### src/rtl/pipe_pkg.sv
// rtl/pipe_pkg.sv - shared types and defaults for the pipeline sequencing controller
// Contents: FSM state encoding, default widths, scoreboard-entry struct.
package pipe_pkg;

    localparam int REG_W_DEF = 6;
    localparam int MC_W_DEF  = 3;

    // Scoreboard addresses are stored at a fixed width so the entry struct
    // does not depend on the REG_W parameter of any one instance.
    localparam int SB_ADDR_W = 16;

    typedef enum logic [1:0] {
        ST_RUN   = 2'd0,
        ST_STALL = 2'd1,
        ST_MULTI = 2'd2,
        ST_FLUSH = 2'd3
    } pipe_state_t;

    typedef struct packed {
        logic                 vld;
        logic                 wr;
        logic [SB_ADDR_W-1:0] addr;
    } sb_entry_t;

    localparam sb_entry_t SB_EMPTY = '{vld: 1'b0, wr: 1'b0, addr: '0};

endpackage

### src/rtl/pipe_hazard_cmp.sv
// rtl/pipe_hazard_cmp.sv - RAW compare of the operand-stage instruction against one scoreboard entry
// Ports: op_valid/op_rd_a/op_rd_b/op_a/op_b - operand-stage reads
//        entry - scoreboard entry (vld, wr, addr)
//        hit_a/hit_b - operand A/B reads the entry's destination
module pipe_hazard_cmp
    import pipe_pkg::*;
#(
    parameter int REG_W = REG_W_DEF
) (
    input  logic             op_valid,
    input  logic             op_rd_a,
    input  logic             op_rd_b,
    input  logic [REG_W-1:0] op_a,
    input  logic [REG_W-1:0] op_b,
    input  sb_entry_t        entry,
    output logic             hit_a,
    output logic             hit_b
);

    logic live;

    // Only a valid entry that actually writes a register can conflict.
    // Address 0 is compared like any other register.
    assign live  = op_valid & entry.vld & entry.wr;
    assign hit_a = live & op_rd_a & (SB_ADDR_W'(op_a) == entry.addr);
    assign hit_b = live & op_rd_b & (SB_ADDR_W'(op_b) == entry.addr);

endmodule

### src/rtl/pipe_ctrl.sv
// rtl/pipe_ctrl.sv - pipeline advance arbiter: RAW stalls, multi-cycle execute, branch flush
// Build option: PIPE_CTRL_FWD_EN enables writeback forwarding (fwd_a/fwd_b).
// Ports: clk/reset - core clock, synchronous active-high reset
//        op_* - operand-stage instruction (valid, reads, addresses, write, multi-cycle latency)
//        ex_branch_taken - branch in execute resolved taken
//        fetch_en/opr_en/ex_en - stage-register load enables
//        ex_bubble - load NOP into execute; flush - clear fetch and operand registers
//        fwd_a/fwd_b - take operand from writeback; state - current FSM state
module pipe_ctrl
    import pipe_pkg::*;
#(
    parameter int REG_W = REG_W_DEF,
    parameter int MC_W  = MC_W_DEF
) (
    input  logic             clk,
    input  logic             reset,
    input  logic             op_valid,
    input  logic             op_rd_a,
    input  logic             op_rd_b,
    input  logic [REG_W-1:0] op_a,
    input  logic [REG_W-1:0] op_b,
    input  logic             op_wr,
    input  logic [REG_W-1:0] op_c,
    input  logic             op_mc,
    input  logic [MC_W-1:0]  op_lat,
    input  logic             ex_branch_taken,
    output logic             fetch_en,
    output logic             opr_en,
    output logic             ex_en,
    output logic             ex_bubble,
    output logic             flush,
    output logic             fwd_a,
    output logic             fwd_b,
    output logic [1:0]       state
);

    pipe_state_t     state_q;
    pipe_state_t     state_d;
    logic [MC_W-1:0] mc_cnt;
    logic [MC_W-1:0] mc_cnt_d;
    sb_entry_t       ex_q;
    sb_entry_t       wb_q;

    logic op_live;
    logic ex_hit_a;
    logic ex_hit_b;
    logic wb_hit_a;
    logic wb_hit_b;
    logic raw_stall;
    logic mc_start;

    // The operand stage holds wrong-path contents during the FLUSH cycle.
    assign op_live = op_valid & (state_q != ST_FLUSH);

    pipe_hazard_cmp #(.REG_W(REG_W)) u_cmp_ex (
        .op_valid (op_live),
        .op_rd_a  (op_rd_a),
        .op_rd_b  (op_rd_b),
        .op_a     (op_a),
        .op_b     (op_b),
        .entry    (ex_q),
        .hit_a    (ex_hit_a),
        .hit_b    (ex_hit_b)
    );

    pipe_hazard_cmp #(.REG_W(REG_W)) u_cmp_wb (
        .op_valid (op_live),
        .op_rd_a  (op_rd_a),
        .op_rd_b  (op_rd_b),
        .op_a     (op_a),
        .op_b     (op_b),
        .entry    (wb_q),
        .hit_a    (wb_hit_a),
        .hit_b    (wb_hit_b)
    );

`ifdef PIPE_CTRL_FWD_EN
    // Writeback results are bypassed, so only an execute-stage producer stalls.
    assign raw_stall = ex_hit_a | ex_hit_b;
`else
    assign raw_stall = ex_hit_a | ex_hit_b | wb_hit_a | wb_hit_b;
    assign fwd_a     = 1'b0;
    assign fwd_b     = 1'b0;
`endif

    // op_lat == 0 is treated as a single-cycle op regardless of op_mc.
    assign mc_start = op_live & op_mc & (op_lat != '0);

    always_comb begin
        state_d   = state_q;
        mc_cnt_d  = mc_cnt;
        fetch_en  = 1'b1;
        opr_en    = 1'b1;
        ex_en     = 1'b1;
        ex_bubble = 1'b0;
        flush     = 1'b0;
`ifdef PIPE_CTRL_FWD_EN
        fwd_a     = 1'b0;
        fwd_b     = 1'b0;
`endif
        if (reset) begin
            fetch_en  = 1'b0;
            opr_en    = 1'b0;
            ex_bubble = 1'b1;
            flush     = 1'b1;
        end else begin
            case (state_q)
                ST_MULTI: begin
                    // Everything holds; branch resolution waits for execute to finish.
                    fetch_en = 1'b0;
                    opr_en   = 1'b0;
                    ex_en    = 1'b0;
                    if (mc_cnt <= MC_W'(1)) begin
                        mc_cnt_d = '0;
                        state_d  = ST_RUN;
                    end else begin
                        mc_cnt_d = mc_cnt - MC_W'(1);
                    end
                end
                ST_FLUSH: begin
                    ex_bubble = 1'b1;
                    state_d   = ST_RUN;
                end
                default: begin
                    if (ex_branch_taken) begin
                        opr_en    = 1'b0;
                        ex_bubble = 1'b1;
                        flush     = 1'b1;
                        state_d   = ST_FLUSH;
                    end else if (raw_stall) begin
                        fetch_en  = 1'b0;
                        opr_en    = 1'b0;
                        ex_bubble = 1'b1;
                        state_d   = ST_STALL;
                    end else begin
                        // MULTI is entered only when the op actually loads into execute.
                        if (mc_start) begin
                            mc_cnt_d = op_lat;
                            state_d  = ST_MULTI;
                        end else begin
                            state_d  = ST_RUN;
                        end
`ifdef PIPE_CTRL_FWD_EN
                        fwd_a = wb_hit_a;
                        fwd_b = wb_hit_b;
`endif
                    end
                end
            endcase
        end
    end

    always_ff @(posedge clk) begin
        if (reset) begin
            state_q <= ST_RUN;
            mc_cnt  <= '0;
            ex_q    <= SB_EMPTY;
            wb_q    <= SB_EMPTY;
        end else begin
            state_q <= state_d;
            mc_cnt  <= mc_cnt_d;
            if (ex_en) begin
                wb_q <= ex_q;
                if (ex_bubble) begin
                    ex_q <= SB_EMPTY;
                end else begin
                    ex_q <= '{vld: op_live, wr: op_wr, addr: SB_ADDR_W'(op_c)};
                end
            end else begin
                // Execute is held, so nothing retires into writeback this cycle.
                wb_q <= SB_EMPTY;
            end
        end
    end

    assign state = state_q;

endmodule

### config.mk
export PLATFORM = sky130hd
export DESIGN_NAME = pipe_ctrl
export DESIGN_NICKNAME = d
export VERILOG_FILES = /design/src/rtl/pipe_pkg.sv /design/src/rtl/pipe_hazard_cmp.sv /design/src/rtl/pipe_ctrl.sv
export SDC_FILE = /design/constraint.sdc
export NUM_CORES = 1
export LEC_CHECK = 0
export ABC_CLOCK_PERIOD_IN_PS = 2650
export CORE_ASPECT_RATIO = 2
export CORE_UTILIZATION = 40
export CTS_CLUSTER_SIZE = 12
export DETAILED_ROUTE_END_ITERATION = 10
export PLACE_DENSITY = 0.78
export SYNTH_ARGS = -nofsm -noshare
export SYNTH_HDL_FRONTEND = slang
export SYNTH_SLANG_ARGS = --single-unit
### constraint.sdc
create_clock -name clk -period 2.65 [get_ports clk]
set_input_delay 0.265 -clock clk [delete_from_list [all_inputs] [get_ports clk]]
set_output_delay 0.265 -clock clk [all_outputs]
set_load 0.05 [all_outputs]
==> results.cfg <==
[floorplanning]
initial_core_util_pct = 41.84
dieArea_sq_um = 3093
io_pins = 38
rows = 27
die_width_microns = 39.83
core_area_sq_um = 2736
fp.dieH_microns = 77.66

[clock_network]
cts_sinks = 21
path_clk_slew_ns = 0.07
ctsHoldBuffers = 0
cts_buffers = 3
cts_buffer_depth = 2
root_buffer = clkbuf_8
cts_max_level = 1
insertion_delay_ns = 0.26
cts_tree = yes

[cells_and_area]
fillers = 251
multiInputGateArea_sq_um = 683.2
register_area_sq_um = 420.4
synthToLayoutAreaGrowth_pct = 39.13
drive_gt1_share_pct = 12.03
diodes = 0
nNetsFinal = 190

[yosys]
avgSynthCellArea_sq_um = 9.702
synth-main-ff-cell = dfxtp_1
synthCells = 118
ys_ff_latch = 21
synth-edff-count = 0
yosysSeqAreaShare_pct = 36.72
synthArstFlopShare_pct = 0
syn_area_sq_um = 1145
synth_warnings = 0
synth_cell_types = 32

[routing]
drt-initial-drc-count = 39
vias_per_cell = 5.578
drc_errors = 0
ant_nets = 0
detail_route.wl_per_cell_microns = 15.11
dr.pass1.iters = 4
via_count = 1043
drt_wl_total_microns = 2825

[setup_path]
rr_endpoint = ex_q[0]
r2r_setup_slack_ns = 0.82
crit_required_ns = 2.38
reg2reg_depth = 7
crit_fanout = 5
worstSetupEndpointType = primary output
r2r_start = ex_q[1]
endpoint = ex_bubble
crit_path_start = op_valid
start_kind = primary input
cp.arrival_ns = 2.15
crit_type = in -> out

[timing]
fin_worst_hold_slack_ns = 0.4977
setup_slack_ns = 0.2303
setup_tns_ns = 0
relSlewSlack_pct = 66.17
max_freq_mhz = 413.3
setup_viol = 0
min_period_ns = 2.420
worst_clock_skew_ns = 0.002065
fin_crit_sh_pct = 91.31
worstMarginPinSlew_ns = 0.5058
hold_viol_final = 0
rsz0062_at_grt = false
finalMaxSlewViolations = 0

[power]
cellPowerDensity_nw_per_um2 = 488.6
leakage_nw = 0.5919
p_total_mw = 0.7783
max-vdd-ir-drop_uv = 345.3

[grt]
grtUsageMet2_pct = 38.69
grt_pass1_vias = 1050
grt_util_met1_pct = 19.60
grt_max_degree = 12
grt_util_all_layers_pct = 20.27
overflow = 0
use_met3_pct = 2.286
grt.busiest_layer = met2
grt_pass1_wl_microns = 4478
grt_antenna_before_repair = 0

[worst_hold_path]
hold_path.class = reg -> reg

[placed_design]
pre_cts_ws_ns = 0.1267
numPortBuffers = 35
gp_congestion = 0.7688
dp_hpwl_microns = 2278

[job]
cap_violations = 0

[outcome]
status = completed
==> sequential cells by signal, summed over array words and instances, names as in the netlist <==
signal / cells
ex_q: 8
mc_cnt: 3
state: 2
wb_q: 8
==> worst min path at each step <==
| stage | start | to | slack, ns | depth (start not counted) |
|---|---|---|---|---|
| after CTS | mc_cnt[1] | mc_cnt[1] | 0.50 | 1 |
| after detailed placement | mc_cnt[1] | mc_cnt[1] | 0.48 | 1 |
| final | mc_cnt[1] | mc_cnt[1] | 0.50 | 1 |
| after global placement | ex_q[16] | ex_q[16] | 0.49 | 1 |
| after global routing | ex_q[16] | wb_q[16] | 0.53 | 1 |
| after floorplan | reset | state[1] | 0.33 | 1 |
==> worst max-delay path, cell delays in order <==
cell and delay (ns):
clkdlybuf4s50_1 0.51, a21boi_2 0.26, nand4_1 0.11, o22ai_1 0.32
a221oi_4 0.13, nor3b_4 0.20, nor2_1 0.19, buf_12 0.17
==> cell type report <==
type	count	share of cell area (%)
clock buffers	4	2.828
inverters	4	0.9427
multi-input cells	89	42.89
flip-flops and latches	21	26.39
well taps	29	2.278
repair buffers	40	24.67
==> cell usage in the layout (no fill, tap or decap), drive strengths merged, types with 2 or more instances in the layout <==
cell / netlist / final
nand2b: 2 / 2
clkbuf: 2 / 4
ha: 2 / 2
clkdlybuf4s50: 0 / 32
inv: 4 / 4
nand4: 8 / 8
o22ai: 2 / 2
a32o: 3 / 3
conb: 1 / 2
and2: 2 / 2
nor3: 3 / 3
xnor2: 25 / 25
o21ai: 4 / 4
dfxtp: 21 / 21
and3: 8 / 8
buf: 3 / 8
a22o: 8 / 8
nand2: 7 / 7
nor2: 3 / 3
==> per-layer routing <==
layer	wire, microns	vias to the layer above
met2	1649	33
met4	63	0
met1	999	502
met3	112	7
li1	-	501
met5	0	-
==> cells by family after synthesis <==
kind of cell | after synthesis | share of synthesized area, %
other | 1 | 0.3276
buffers and inverters | 9 | 3.934
DFF | 21 | 36.72
and+or+nand+nor | 35 | 18.47
AOI/OAI and AO/OA | 25 | 19.24
adders and majority gates | 2 | 2.185
xor gates and xnor gates | 25 | 19.13
==> cells in the mapped netlist (2+ instances only) <==
library cell,number,area (sq um)
a22o_1,8,70.07
a32o_1,3,30.03
and3_1,6,37.54
and3_2,2,15.01
buf_4,3,22.52
clkbuf_1,2,7.510
dfxtp_1,21,420.4
ha_1,2,25.02
inv_1,4,15.01
nand2_1,7,26.28
nand2b_1,2,12.51
nand4_1,7,43.79
nor2_1,3,11.26
nor3_1,3,15.01
o21ai_0,4,20.02
xnor2_1,25,219.0
==> metrics by stage <==
| stage | std cells | instance area, sq um | util [%] |
|---|---|---|---|
| 2_1_floorplan | 119 | 1149 | - |
| 3_3_place_gp | 181 | 1533 | 56.01 |
| 3_5_place_dp | 181 | 1533 | 56.01 |
| 4_1_cts | 185 | 1578 | 57.66 |
| 5_1_grt | 187 | 1593 | 58.21 |
| 6_report | 187 | 1593 | 58.21 |
==> report_power, final <==
group          total [mW]  switching (mW)  internal (mW)
clock network       0.207          0.0999          0.107
registers           0.349          0.0169          0.332
logic               0.222           0.112          0.110
total               0.778           0.229          0.550
==> timing repair <==
item	CTS	global route
endpoints found under the setup margin	0	1
gates resized for setup	0	0
setup buffers	0	2
Note: power is estimated with default switching activity, not from simulation.
==> edit 1 (same settings) <==
Set the package constant `REG_W_DEF` to 12 (it was 6).
--- a/src/rtl/pipe_pkg.sv
+++ b/src/rtl/pipe_pkg.sv
@@ -3,5 +3,5 @@
 package pipe_pkg;
 
-    localparam int REG_W_DEF = 6;
+    localparam int REG_W_DEF = 12;
     localparam int MC_W_DEF  = 3;
 
Interface: changed (resized op_a, op_b and op_c); port bits go from 38 to 56. The function was not compared with the original's and may differ.
==> edit 1 against the original RTL <==
- final cell count up 56%
- setup slack worse by 0.12 ns
- die area up 49%
- synthesized area up 51%
- critical path depth up 1
- sequential cell count up 12
- power up 56%
- wire length up 54%
- fmax down 4.9%
- cell area up 53%
- count of clock-buffer cells in the layout up 2
- sequential power up 56%
- critical endpoint unchanged
- highest routed layer unchanged
==> edit 1: results (changes against the original RTL) <==
[run_status]
status=finished, final reports clean

[logic_synthesis]
synth-compound-area-share_pct=12.36  ; -6.9 points
synth_cell_types=34  ; +6.3%
synthAdderAreaFrac_pct=1.445  ; -0.74 points
postSynthAreaPerCell_um2=9.620  ; -0.84%
yosysSeqAreaShare_pct=38.15  ; +1.4 points
synth_top_cells_by_count=49 x xnor2_1, 33 x dfxtp_1, 13 x a22o_1, 13 x and2_1, 12 x nand4_1
synth-async-reset-ratio_pct=0  ; unchanged
synth_area_leaders=dfxtp_1 38%, xnor2_1 25%, a22o_1 6.6%
synthXorXnorAreaFrac_pct=24.78  ; +5.7 points
synthMuxAreaShare_pct=0.5780  ; +0.58 points

[placed_design]
dpl-instance-area_um2=2332  ; +52%
post-place-ws_ns=0.07869  ; -0.04798 ns
placed_cells=284  ; +57%
hpwl_um=3479  ; +53%
numPortBuffers=53  ; +51%
gp_congestion=1.008  ; +31%

[finish]
drive_gt1_share_pct=10.42  ; -1.6 points
fill_cells=381  ; +52%
layoutNonFillerInstCount=292  ; +56%
reg_top3=ex_q: 14 flops, wb_q: 14 flops, mc_cnt: 3 flops

[setup_path]
crit_arrival_ns=2.28  ; +0.13 ns
cp_top_family=simple AND/OR/NAND/NOR gates
ff2ff_path_depth=8  ; +1

[hold_path]
min_path_type=reg -> reg
hold_path_depth=1  ; unchanged

[pwr]
power.leakage_nw=0.8407  ; +42%
p_sw_share_pct=28.70  ; -0.68 points
vdd_drop_max_v=0.0003208  ; -7.1%

[detailed_routing]
drtIter0Drc=28  ; -28%
firstDrtPassIters=4  ; unchanged
wl_met3_um=143  ; +28%
wl_met1_um=1574  ; +58%
route.met2.wl_um=2431  ; +47%
num_vias=1484  ; +42%
finalWirelength_um=4355  ; +54%

[sta]
relSlewSlack_pct=66.28  ; +0.10 points
fin_skew_ns=0.006130  ; +0.004065 ns

[global_route]
grt_pass1_wl_um=6810  ; +52%
globalRouteMet1Util_pct=18.84  ; -0.76 points
grt_max_degree=16  ; +4
track_usage_pct=20.20  ; -0.071 points
met2_usage_pct=38.73  ; +0.044 points
met3_usage_pct=2.871  ; +0.59 points

[clocking]
cts_buffers=5  ; +2
htree_num_levels=2  ; +1
cts.repair.resized=0  ; unchanged
clock_latency_ns=0.28  ; +0.02 ns
root_buffer=clkbuf_8

[edit 1: changes by cell type after synthesis, moves of 6 or more]
cell and change:
xnor2_1 +24, and3_1 -6, and2_1 +12, nor2_1 +6, dfxtp_1 +12, nand2_1 -6
[edit 1: worst reg2reg max path, stage by stage, from the launching register on]
cell and delay (ns):
dfxtp_1 0.45, xnor2_1 0.17, nand4_1 0.12, nor4_1 0.34, o21ai_2 0.13, nand2_2 0.13
nor4_4 0.04, buf_4 0.19, a22o_2 0.21
[edit 1: layout make-up]
type                       instances  area (µm²)  share of cell area, %
timing repair buffer              58       570.5                  23.44
multi-input combinational        138        1044                  42.88
inverter                           3       11.26                 0.4627
clock inverter                     2       10.01                 0.4113
clock buffer                       6       72.57                  2.982
tap                               52       65.06                  2.674
sequential                        33       660.6                  27.15
[edit 1: power by group through the flow]
stage | clock network, W | logic (W) | registers, W
2_1_floorplan | 0 | 0.000163 | 0.000560
3_3_place_gp | 0 | 0.000303 | 0.000557
3_5_place_dp | 0 | 0.000304 | 0.000557
4_1_cts | 0.000371 | 0.000306 | 0.000546
5_1_grt | 0.000401 | 0.000329 | 0.000549
6_report | 0.000360 | 0.000306 | 0.000546
[edit 1: kinds of logic after synthesis]
kind of cell,Yosys count
AO/OA/AOI/OAI,27
XOR/XNOR,49
adder cells (fa/ha/maj),2
buffers and inverters,10
flip-flops,33
multiplexers,1
other,1
AND/OR/NAND/NOR,57
[edit 1: path summary, 6_finish.rpt]
check                           startpoint   endpoint  slack, ns
worst max-delay path              op_valid  ex_bubble       0.11
worst min-delay path              ex_q[17]   wb_q[17]       0.51
worst max register to register     ex_q[8]    ex_q[2]       0.74
worst min register to register    ex_q[17]   wb_q[17]       0.51
==> edit 2 (same settings) <==
Made on the original files. Reset style: asynchronous (`reset`), changed in one clocked block. Comments in the files are not updated.
--- a/src/rtl/pipe_ctrl.sv
+++ b/src/rtl/pipe_ctrl.sv
@@ -151,5 +151,5 @@
     end
 
-    always_ff @(posedge clk) begin
+    always_ff @(posedge clk or posedge reset) begin
         if (reset) begin
             state_q <= ST_RUN;
Function: differs if reset is asserted again (counterexample within 4 cycles, from zero or initial values and one cycle with reset high); with reset held inactive, the same outputs for 10 cycles.
==> edit 2 against the original RTL <==
- register-to-register slack got worse by 0.38 ns
- sequential cell count is the same
- clock skew about the same
- largest cell class unchanged
- non-clock buffer count decreased by 1
- highest routed layer unchanged
- wire length rose by 16%
- synthesized area is 12% higher
- setup slack lost 0.013 ns
- cell area increased by 7.9%
- count of clock-buffer cells in the layout is the same
Power is not compared: it rests on default switching activity, and its combinational part moved more than twofold at a synthesized area within 25%.
==> edit 2: results (changes against the original RTL) <==
[run_status]
status=finished, final reports clean

[global_route]
grt_pass1_vias=1191  ; +13%
track_usage_pct=19.95  ; -0.33 points
grt_max_degree=23  ; +11
grt_pass1_wl_um=5230  ; +17%
antenna_found_initial=0  ; unchanged

[setup_path]
crit_path_max_fanout=13  ; +8
cp_top_family=compound AO/OA/AOI/OAI gates
cpPeakStageDelay_ns=0.53  ; +0.02 ns
cp_slowest_cell=dfrtp_1
crit_arrival_ns=2.17  ; +0.02 ns

[logic_synthesis]
synth-async-reset-ratio_pct=100.0  ; +100 points
synth_cell_types=36  ; +13%
synth_top_flop_cell=dfrtp_1
synth_top_cells_by_count=24 x xnor2_1, 21 x dfrtp_1, 8 x a22o_1, 8 x nand4_1, 8 x nor2b_1
synth_area_leaders=dfrtp_1 41%, xnor2_1 16%, a22o_1 5.5%

[sta]
fin_skew_ns=0.002556  ; +0.0004915 ns
worst-slew-pin-transition_ns=0.4927  ; -0.01313 ns

[finish]
drive_gt1_share_pct=7.831  ; -4.2 points
nets=198  ; +4.2%

[clocking]
clock_latency_ns=0.25

[detailed_routing]
vias_per_cell=5.786  ; +3.7%
drtIter0Drc=38  ; -2.6%
firstDrtPassIters=4  ; unchanged
avgRoutedWirePerCell_um=16.71  ; +11%

[placed_design]
dpl-instance-area_um2=1673  ; +9.1%
gp_congestion=0.8184  ; +6.5%
hpwl_um=2580  ; +13%

[edit 2: cell types whose count changed after synthesis, sizes merged, moves of 3 or more]
cell,before,now
a21oi,1,4
and3,8,0
dfrtp,0,21
dfxtp,21,0
nand2,7,4
nor2b,1,8
o311ai,0,3
[edit 2: kinds of logic after synthesis]
kind of cell             Yosys count  share of synthesized area (%)
flip-flops                        21                          41.02
buffers and inverters             12                          4.687
adder cells (fa/ha/maj)            2                          1.953
AND/OR/NAND/NOR                   40                          19.04
XOR/XNOR                          24                          16.41
other                              1                         0.2927
AO/OA/AOI/OAI                     28                          16.60
[edit 2: per-stage QoR]
step | total power, W | hold WS [ns] | cells | setup slack, ns
after floorplan | 0.0008493 | 0.2672 | 129 | 0.1517
after global placement | 0.001042 | 0.4995 | 192 | 0.4063
after detailed placement | 0.001066 | 0.5215 | 192 | 0.2984
after CTS | 0.001273 | 0.5379 | 196 | 0.2376
after global routing | 0.001334 | 0.5699 | 196 | 0.09109
final | 0.001265 | 0.5352 | 196 | 0.2175
[edit 2: metal layers]
metal  global-route usage (%)  share of wire, %
met1                    20.81                39
met2                    39.84                56
met3                    2.637               4.2
met4                    6.563              0.55
met5                        0                 0
[edit 2: area by class of cell]
class,count,area [µm²]
Tap cell,30,37.54
Fill cell,280,1295
Inverter,6,22.52
Sequential cell,21,525.5
Multi-Input combinational cell,96,704.4
Timing Repair Buffer,39,382.9
Clock buffer,4,45.04
[edit 2: final timing paths]
path / from / endpoint / slack, ns / depth (start not counted)
setup / recovery: state[1] / ex_bubble / 0.22 / 7
hold / removal: ex_q[17] / ex_q[17] / 0.54 / 1
setup reg to reg: state[1] / mc_cnt[0] / 0.44 / 7
hold reg to reg: ex_q[17] / ex_q[17] / 0.54 / 1
max in group asynchronous: reset / wb_q[4] / 1.80 / 4
min in group asynchronous: reset / state[0] / 0.63 / 4
[edit 2: worst register-to-register path, delay by kind of cell, from the launching register on]
kind,cells,cell delay (ns)
AO/OA/AOI/OAI,4,0.66
buffers and inverters,1,0.18
flip-flops,1,0.60
AND/OR/NAND/NOR,2,0.65
[edit 2: power by group]
part           switching [W]  internal [W]
Combinational       0.000353      0.000246
Sequential         0.0000828      0.000382
Clock              0.0000938      0.000107
